--- src/rtl/countdown_timer_chain_pkg.sv ---
// Shared definitions for the countdown timer chain: FSM encoding, default
// mm:ss moduli, and the load-saturation rule applied to each digit.
package timer_pkg;

  typedef enum logic [1:0] {
    ST_IDLE   = 2'b00,
    ST_RUN    = 2'b01,
    ST_PAUSED = 2'b10,
    ST_DONE   = 2'b11
  } state_t;

  // digit0=10, digit1=6, digit2=10, digit3=6 -> max 59:59
  localparam logic [15:0] DEF_MODULI = 16'h6A6A;

  function automatic int sat_load(input int v, input int m);
    return (v >= m) ? (m - 1) : v;
  endfunction

endpackage

--- src/rtl/countdown_timer_chain_if.sv ---
// Control/data bundle between keypad/timebase logic and the timer chain.
interface countdown_timer_chain_if #(
  parameter int NUM_DIGITS = 4,
  parameter int DIGIT_W    = 4
);
  logic                          tick;
  logic                          loadn;
  logic                          start;
  logic                          stop;
  logic [NUM_DIGITS*DIGIT_W-1:0] data_in;
  logic [NUM_DIGITS*DIGIT_W-1:0] data_out;
  logic                          zero;
  logic                          running;
  logic                          done;
  logic [1:0]                    state;

  modport slave (
    input  tick, loadn, start, stop, data_in,
    output data_out, zero, running, done, state
  );

  modport master (
    output tick, loadn, start, stop, data_in,
    input  data_out, zero, running, done, state
  );
endinterface

--- src/rtl/countdown_timer_chain_digit.sv ---
// Single modulo-MOD down-counting digit; borrows ripple to the next digit
// only when this digit is at 0 and is itself being decremented.
module counter_digit_mod #(
  parameter int DIGIT_W = 4,
  parameter int MOD     = 10
) (
  input  logic               clock,
  input  logic               clear,
  input  logic               borrow_in,
  input  logic               load,
  input  logic [DIGIT_W-1:0] load_val,
  output logic [DIGIT_W-1:0] value,
  output logic               is_zero,
  output logic               borrow_out
);

  logic [DIGIT_W-1:0] r_val;

  always_ff @(posedge clock or posedge clear) begin
    if (clear)          r_val <= '0;
    else if (load)      r_val <= load_val;
    else if (borrow_in) r_val <= is_zero ? DIGIT_W'(MOD - 1) : r_val - DIGIT_W'(1);
  end

  assign value      = r_val;
  assign is_zero    = (r_val == '0);
  assign borrow_out = borrow_in & is_zero;

endmodule

--- src/rtl/countdown_timer_chain.sv ---
// Multi-digit countdown timer: cascaded modulo digits under a small
// IDLE/RUN/PAUSED/DONE run-control FSM.
module countdown_timer_chain
  import timer_pkg::*;
#(
  parameter int                            NUM_DIGITS = 4,
  parameter int                            DIGIT_W    = 4,
  parameter logic [NUM_DIGITS*DIGIT_W-1:0] MODULI     = DEF_MODULI
) (
  input  logic                  clock,
  input  logic                  clear,
  countdown_timer_chain_if.slave bus
);

  state_t r_state, w_nxt;
  logic   r_done, w_done_nxt;
  logic   w_ld, w_clr, w_dec, w_zero, w_one;

  logic [NUM_DIGITS-1:0][DIGIT_W-1:0] w_val, w_ld_val;
  logic [NUM_DIGITS-1:0]              w_is_zero;
  logic [NUM_DIGITS:0]                w_borrow;

  assign w_borrow[0] = w_dec;

  for (genvar gi = 0; gi < NUM_DIGITS; gi++) begin : g_digit
    localparam int FLD   = int'(MODULI[gi*DIGIT_W +: DIGIT_W]);
    // A zero field encodes the full 2^DIGIT_W modulus.
    localparam int MOD_I = (FLD == 0) ? (1 << DIGIT_W) : FLD;

    assign w_ld_val[gi] = w_clr ? '0
                        : DIGIT_W'(sat_load(int'(bus.data_in[gi*DIGIT_W +: DIGIT_W]), MOD_I));

    counter_digit_mod #(.DIGIT_W(DIGIT_W), .MOD(MOD_I)) u_digit (
      .clock      (clock),
      .clear      (clear),
      .borrow_in  (w_borrow[gi]),
      .load       (w_ld | w_clr),
      .load_val   (w_ld_val[gi]),
      .value      (w_val[gi]),
      .is_zero    (w_is_zero[gi]),
      .borrow_out (w_borrow[gi+1])
    );
  end

  assign w_zero = &w_is_zero;
  assign w_one  = (w_val[0] == DIGIT_W'(1)) && ((w_is_zero | NUM_DIGITS'(1)) == '1);

  // Priority: loadn > stop > start > tick; loadn in RUN is treated as absent.
  always_comb begin
    w_nxt      = r_state;
    w_ld       = 1'b0;
    w_clr      = 1'b0;
    w_dec      = 1'b0;
    w_done_nxt = 1'b0;
    if (!bus.loadn && r_state != ST_RUN) begin
      w_ld  = 1'b1;
      w_nxt = ST_IDLE;
    end else if (bus.stop) begin
      case (r_state)
        ST_RUN:    w_nxt = ST_PAUSED;
        ST_PAUSED: begin w_clr = 1'b1; w_nxt = ST_IDLE; end
        ST_DONE:   w_nxt = ST_IDLE;
        default:   w_nxt = r_state;
      endcase
    end else if (bus.start) begin
      if ((r_state == ST_IDLE || r_state == ST_PAUSED) && !w_zero) w_nxt = ST_RUN;
    end else if (bus.tick && r_state == ST_RUN) begin
      w_dec = 1'b1;
      if (w_one) begin
        w_nxt      = ST_DONE;
        w_done_nxt = 1'b1;
      end
    end
  end

  always_ff @(posedge clock or posedge clear) begin
    if (clear) begin
      r_state <= ST_IDLE;
      r_done  <= 1'b0;
    end else begin
      r_state <= w_nxt;
      r_done  <= w_done_nxt;
    end
  end

  assign bus.data_out = w_val;
  assign bus.zero     = w_zero;
  assign bus.running  = (r_state == ST_RUN);
  assign bus.done     = r_done;
  assign bus.state    = r_state;

endmodule

--- src/flat_wrapper.sv ---
// flat-port wrapper written by rule: the top's interface ports become plain ports
module countdown_timer_chain_flat import timer_pkg::*;
#(
  parameter int                            NUM_DIGITS = 4,
  parameter int                            DIGIT_W    = 4,
  parameter logic [NUM_DIGITS*DIGIT_W-1:0] MODULI     = DEF_MODULI
)
  (clock, clear, bus_tick, bus_loadn, bus_start, bus_stop, bus_data_in, bus_data_out, bus_zero, bus_running, bus_done, bus_state);
  countdown_timer_chain_if #(.NUM_DIGITS(NUM_DIGITS), .DIGIT_W(DIGIT_W)) bus_i ();
  input  logic clock;
  input  logic clear;
  input wire logic [$bits(bus_i.tick)-1:0] bus_tick;
  input wire logic [$bits(bus_i.loadn)-1:0] bus_loadn;
  input wire logic [$bits(bus_i.start)-1:0] bus_start;
  input wire logic [$bits(bus_i.stop)-1:0] bus_stop;
  input wire logic [$bits(bus_i.data_in)-1:0] bus_data_in;
  output wire logic [$bits(bus_i.data_out)-1:0] bus_data_out;
  output wire logic [$bits(bus_i.zero)-1:0] bus_zero;
  output wire logic [$bits(bus_i.running)-1:0] bus_running;
  output wire logic [$bits(bus_i.done)-1:0] bus_done;
  output wire logic [$bits(bus_i.state)-1:0] bus_state;
  assign bus_i.tick = bus_tick;
  assign bus_i.loadn = bus_loadn;
  assign bus_i.start = bus_start;
  assign bus_i.stop = bus_stop;
  assign bus_i.data_in = bus_data_in;
  assign bus_data_out = bus_i.data_out;
  assign bus_zero = bus_i.zero;
  assign bus_running = bus_i.running;
  assign bus_done = bus_i.done;
  assign bus_state = bus_i.state;
  countdown_timer_chain #(.NUM_DIGITS(NUM_DIGITS), .DIGIT_W(DIGIT_W), .MODULI(MODULI)) u_core (.clock(clock), .clear(clear), .bus(bus_i));
endmodule
--- config.mk ---
export PLATFORM = sky130hd
export DESIGN_NAME = countdown_timer_chain_flat
export DESIGN_NICKNAME = d
export VERILOG_FILES = /design/src/rtl/countdown_timer_chain_pkg.sv /design/src/rtl/countdown_timer_chain_if.sv /design/src/rtl/countdown_timer_chain_digit.sv /design/src/rtl/countdown_timer_chain.sv /design/src/flat_wrapper.sv
export SDC_FILE = /design/constraint.sdc
export NUM_CORES = 1
export LEC_CHECK = 0
export CELL_PAD_IN_SITES_DETAIL_PLACEMENT = 2
export CELL_PAD_IN_SITES_GLOBAL_PLACEMENT = 2
export CORE_MARGIN = 1
export CORE_UTILIZATION = 23
export DETAILED_ROUTE_END_ITERATION = 10
export GPL_TIMING_DRIVEN = 1
export HOLD_SLACK_MARGIN = 0.05
export PLACE_DENSITY = 0.79
export SLEW_MARGIN = 40
export SYNTH_ARGS = -nofsm -noshare
export SYNTH_HDL_FRONTEND = slang
export SYNTH_SLANG_ARGS = --single-unit
--- constraint.sdc ---
create_clock -name clock -period 2.33 [get_ports clock]
set_clock_uncertainty 0.15 [all_clocks]
set_input_delay 0.466 -clock clock [delete_from_list [all_inputs] [get_ports clock]]
set_output_delay 0.466 -clock clock [all_outputs]
set_load 0.1 [all_outputs]
==> impl_metrics.csv <==
group,metric,value,unit
outcome,outcome,"finished with violations",
outcome,violations,"negative setup slack",
global_routing,grt_max_degree,20,
final_layout,nets,245,
placed_design,place_ws,-0.157,ns
worst_setup_path,path_cells,"or4_4 > or4_4 > nor3_4 > buf_12",
worst_setup_path,arrival,2.10,ns
placed_design,io_buffers,42,
worst_setup_path,crit_top_cell,"or4_4",
power_and_ir_drop,clkPwrFrac,17.0,%
routing,firstDrtPassIters,4,
power_and_ir_drop,p_int,0.778,mW
hold_path,hold_class,"in2async",
worst_setup_path,cp_top_family,"simple AND/OR/NAND/NOR gates",
worst_setup_path,path_depth,4,
worst_setup_path,cpPeakStageDelay,0.54,ns
global_routing,grt_usage,21.4,%
timing,period_share,117,%
clocking,cts_tree,"built",
clocking,h-tree-depth,1,
worst_setup_path,crit_fanout,2,
worst_setup_path,startpoint_type,"flip-flop",
global_routing,grt_overflow,0,
power_and_ir_drop,p_per_area,723,nW/um^2
global_routing,grt_pass1_vias,1729,
floorplanning,core_area,5170,sq um
final_layout,area_growth,68.2,%
final_layout,finalNonFillerCells,292,
floorplanning,die_y,75.8,um
final_layout,drive_above_1_share,40.1,%
final_layout,n_antenna_cell,0,
yosys,synth.cell_area,1250,sq um
yosys,yosysSeqAreaShare,38.0,%
placed_design,gp_congestion,0.791,
final_layout,mostFrequentLayoutCells,"52 x buf_4, 22 x nor2_1, 21 x clkdlybuf4s50_1",
timing,rsz0062_at_grt,"yes",
worst_setup_path,cp_slowest_cell,"or4_4",
final_layout,postLayoutCellArea,2110,sq um
placed_design,placed_cells,287,
floorplanning,initial_core_util,24.2,%
clocking,numCtsBuffers,3,
timing,min_period,2.72,ns
timing,setup_viol,3,
power_and_ir_drop,irDropWorstVdd,0.262,mV
power_and_ir_drop,p_sw,0.745,mW
power_and_ir_drop,p_seq_share,26.9,%
timing,tightest_slew,0.417,ns
routing,drc,0,
power_and_ir_drop,power_frac_comb,56.2,%
power_and_ir_drop,design_power_total,1.52,mW
timing,fmax,0.368,GHz
floorplanning,die_w,75.8,um
yosys,synth_cell_types,40,
timing,maxSlewHeadroom,72.1,%
worst_setup_path,worst-path-buf-inv,1,
yosys,synthesis.nets,171,
routing,route.antenna.remaining_nets,0,
timing,maxSlewViolCount,0,
placed_design,dpl_cell_area,2030,sq um
routing,num_vias,1528,
worst_setup_path,endpoint_kind,"output port",
worst_setup_path,required,1.71,ns
routing,vias_per_cell,5.23,
final_layout,multi_input_area,801,sq um
final_layout,fillers,592,
timing,setup_slack,-0.388,ns
worst_setup_path,rr_worst_depth,5,
timing,finalHoldViolations,0,
run,maxCapViolCount,0,
global_routing,grt_pass1_wl,8850,um
clocking,clock_latency,0.28,ns
power_and_ir_drop,power_leakage,0.885,nW
final_layout,register_area,507,sq um
clocking,path_clk_slew,0.09,ns
clocking,cts_buffer_depth,2,
routing,wirelength,5530,um
floorplanning,num_rows,26,
power_and_ir_drop,swShare,48.9,%
clocking,cts-root-buf,"clkbuf_8",
yosys,yosysWarnings,0,
clocking,cts_num_sinks,19,
floorplanning,dieArea,5740,sq um
yosys,ys_seq_elements,19,
routing,wire_per_inst,18.9,um
global_routing,antenna_found_initial,0,
yosys,synthCells,149,
final_layout,final_common_cell,"buf_4",
worst_setup_path,worstSetupPathType,"reg2out",
floorplanning,io_pins,43,
routing,drt_iter0_markers,45,
yosys,avgSynthCellArea,8.41,sq um
placed_design,place_hpwl,4350,um
[synth_stat cells, drive strengths merged]
cell type / number / area share (%)
nor2: 22 / 6.6
nand2b: 3 / 1.5
or2: 3 / 1.5
nand3b: 2 / 1.2
o41ai: 2 / 2.0
o211a: 1 / 0.80
a2bb2oi: 2 / 1.4
dfrtp: 19 / 38
a22oi: 2 / 1.2
nor3b: 3 / 1.8
o311ai: 2 / 1.4
a31oi: 2 / 1.0
or3: 5 / 2.9
nor4: 3 / 1.5
o21a: 1 / 0.60
o31ai: 1 / 0.60
o221ai: 1 / 0.70
inv: 7 / 2.1
a21o: 1 / 0.60
o2111ai: 1 / 0.70
nand2: 4 / 1.2
o22ai: 1 / 0.50
nand4: 1 / 0.50
a21oi: 11 / 4.4
mux2i: 1 / 0.80
clkbuf: 6 / 1.8
nor3: 10 / 4.0
a311oi: 3 / 2.1
and3b: 1 / 0.70
o2bb2ai: 1 / 0.70
nor2b: 2 / 1.0
or4: 3 / 2.4
a21boi: 1 / 0.60
o21ai: 6 / 2.4
nand3: 4 / 1.6
a211oi: 4 / 2.4
o22a: 7 / 4.9
[power groups by stage]
stage / combinational [mW] / clock [mW] / sequential (mW)
6_report: 0.856 / 0.258 / 0.409
5_1_grt: 0.905 / 0.273 / 0.414
4_1_cts: 0.855 / 0.262 / 0.409
3_5_place_dp: 0.848 / 0 / 0.416
3_3_place_gp: 0.818 / 0 / 0.411
2_1_floorplan: 0.219 / 0 / 0.750
[registers in the layout (all words and copies together) (netlist names)]
name and flops:
u_core.bus.state 2, u_core.bus.done 1, u_core.g_digit.u_digit.value 16
[metrics by stage]
step | util (%) | setup TNS [ns] | hold WS (ns)
2_1_floorplan | - | -1.88 | 0.267
3_3_place_gp | 39.2 | -0.362 | 0.415
3_5_place_dp | 39.2 | -1.04 | 0.421
4_1_cts | 40.2 | -0.583 | 0.389
5_1_grt | 40.7 | -0.774 | 0.403
6_report | 40.7 | -0.592 | 0.380
[layout make-up]
type	instances	share of cell area, %
tap	70	4.16
sequential	19	24.0
clock buffer	4	2.14
multi-input combinational	117	38.0
inverter	7	1.25
timing repair buffer	75	30.4
[worst min-delay path, delay by kind of cell]
kind	cells	cell delay, ns
buffers and inverters	3	0.73
[cells by family after synthesis]
kind of cell	after synthesis	synth area share, %
compound gates	50	29.0
simple gates	66	28.4
buf+inv	13	3.90
flops	19	38.0
mux	1	0.799
[worst paths after layout]
check,start,end,slack [ns]
max,u_core.g_digit[1].u_digit.value[3],bus_zero,-0.39
min,clear,u_core.g_digit[1].u_digit.value[1],0.38
max reg2reg,u_core.g_digit[1].u_digit.value[3],u_core.bus.state[1],-0.20
min reg2reg,u_core.g_digit[0].u_digit.value[3],u_core.bus.done,0.44
max in group asynchronous,clear,u_core.g_digit[1].u_digit.value[0],1.39
min in group clock,u_core.g_digit[0].u_digit.value[3],u_core.bus.done,0.44
[what timing repair did]
item                       CTS  global route
hold buffers                 0             0
setup endpoints to repair    3             5
resized for setup            1             3
buffers inserted             0             1
hold endpoints to repair     0             0
pin swaps                    1             1
[metal layers]
layer | up-vias | GRT usage [%] | share of wire, %
met4 | 0 | 11.3 | 2.2
met1 | 777 | 25.2 | 43
met2 | 32 | 38.0 | 52
li1 | 710 | - | -
met3 | 9 | 2.25 | 2.7
met5 | - | 0 | 0
Note: power is estimated with default switching activity, not from simulation.
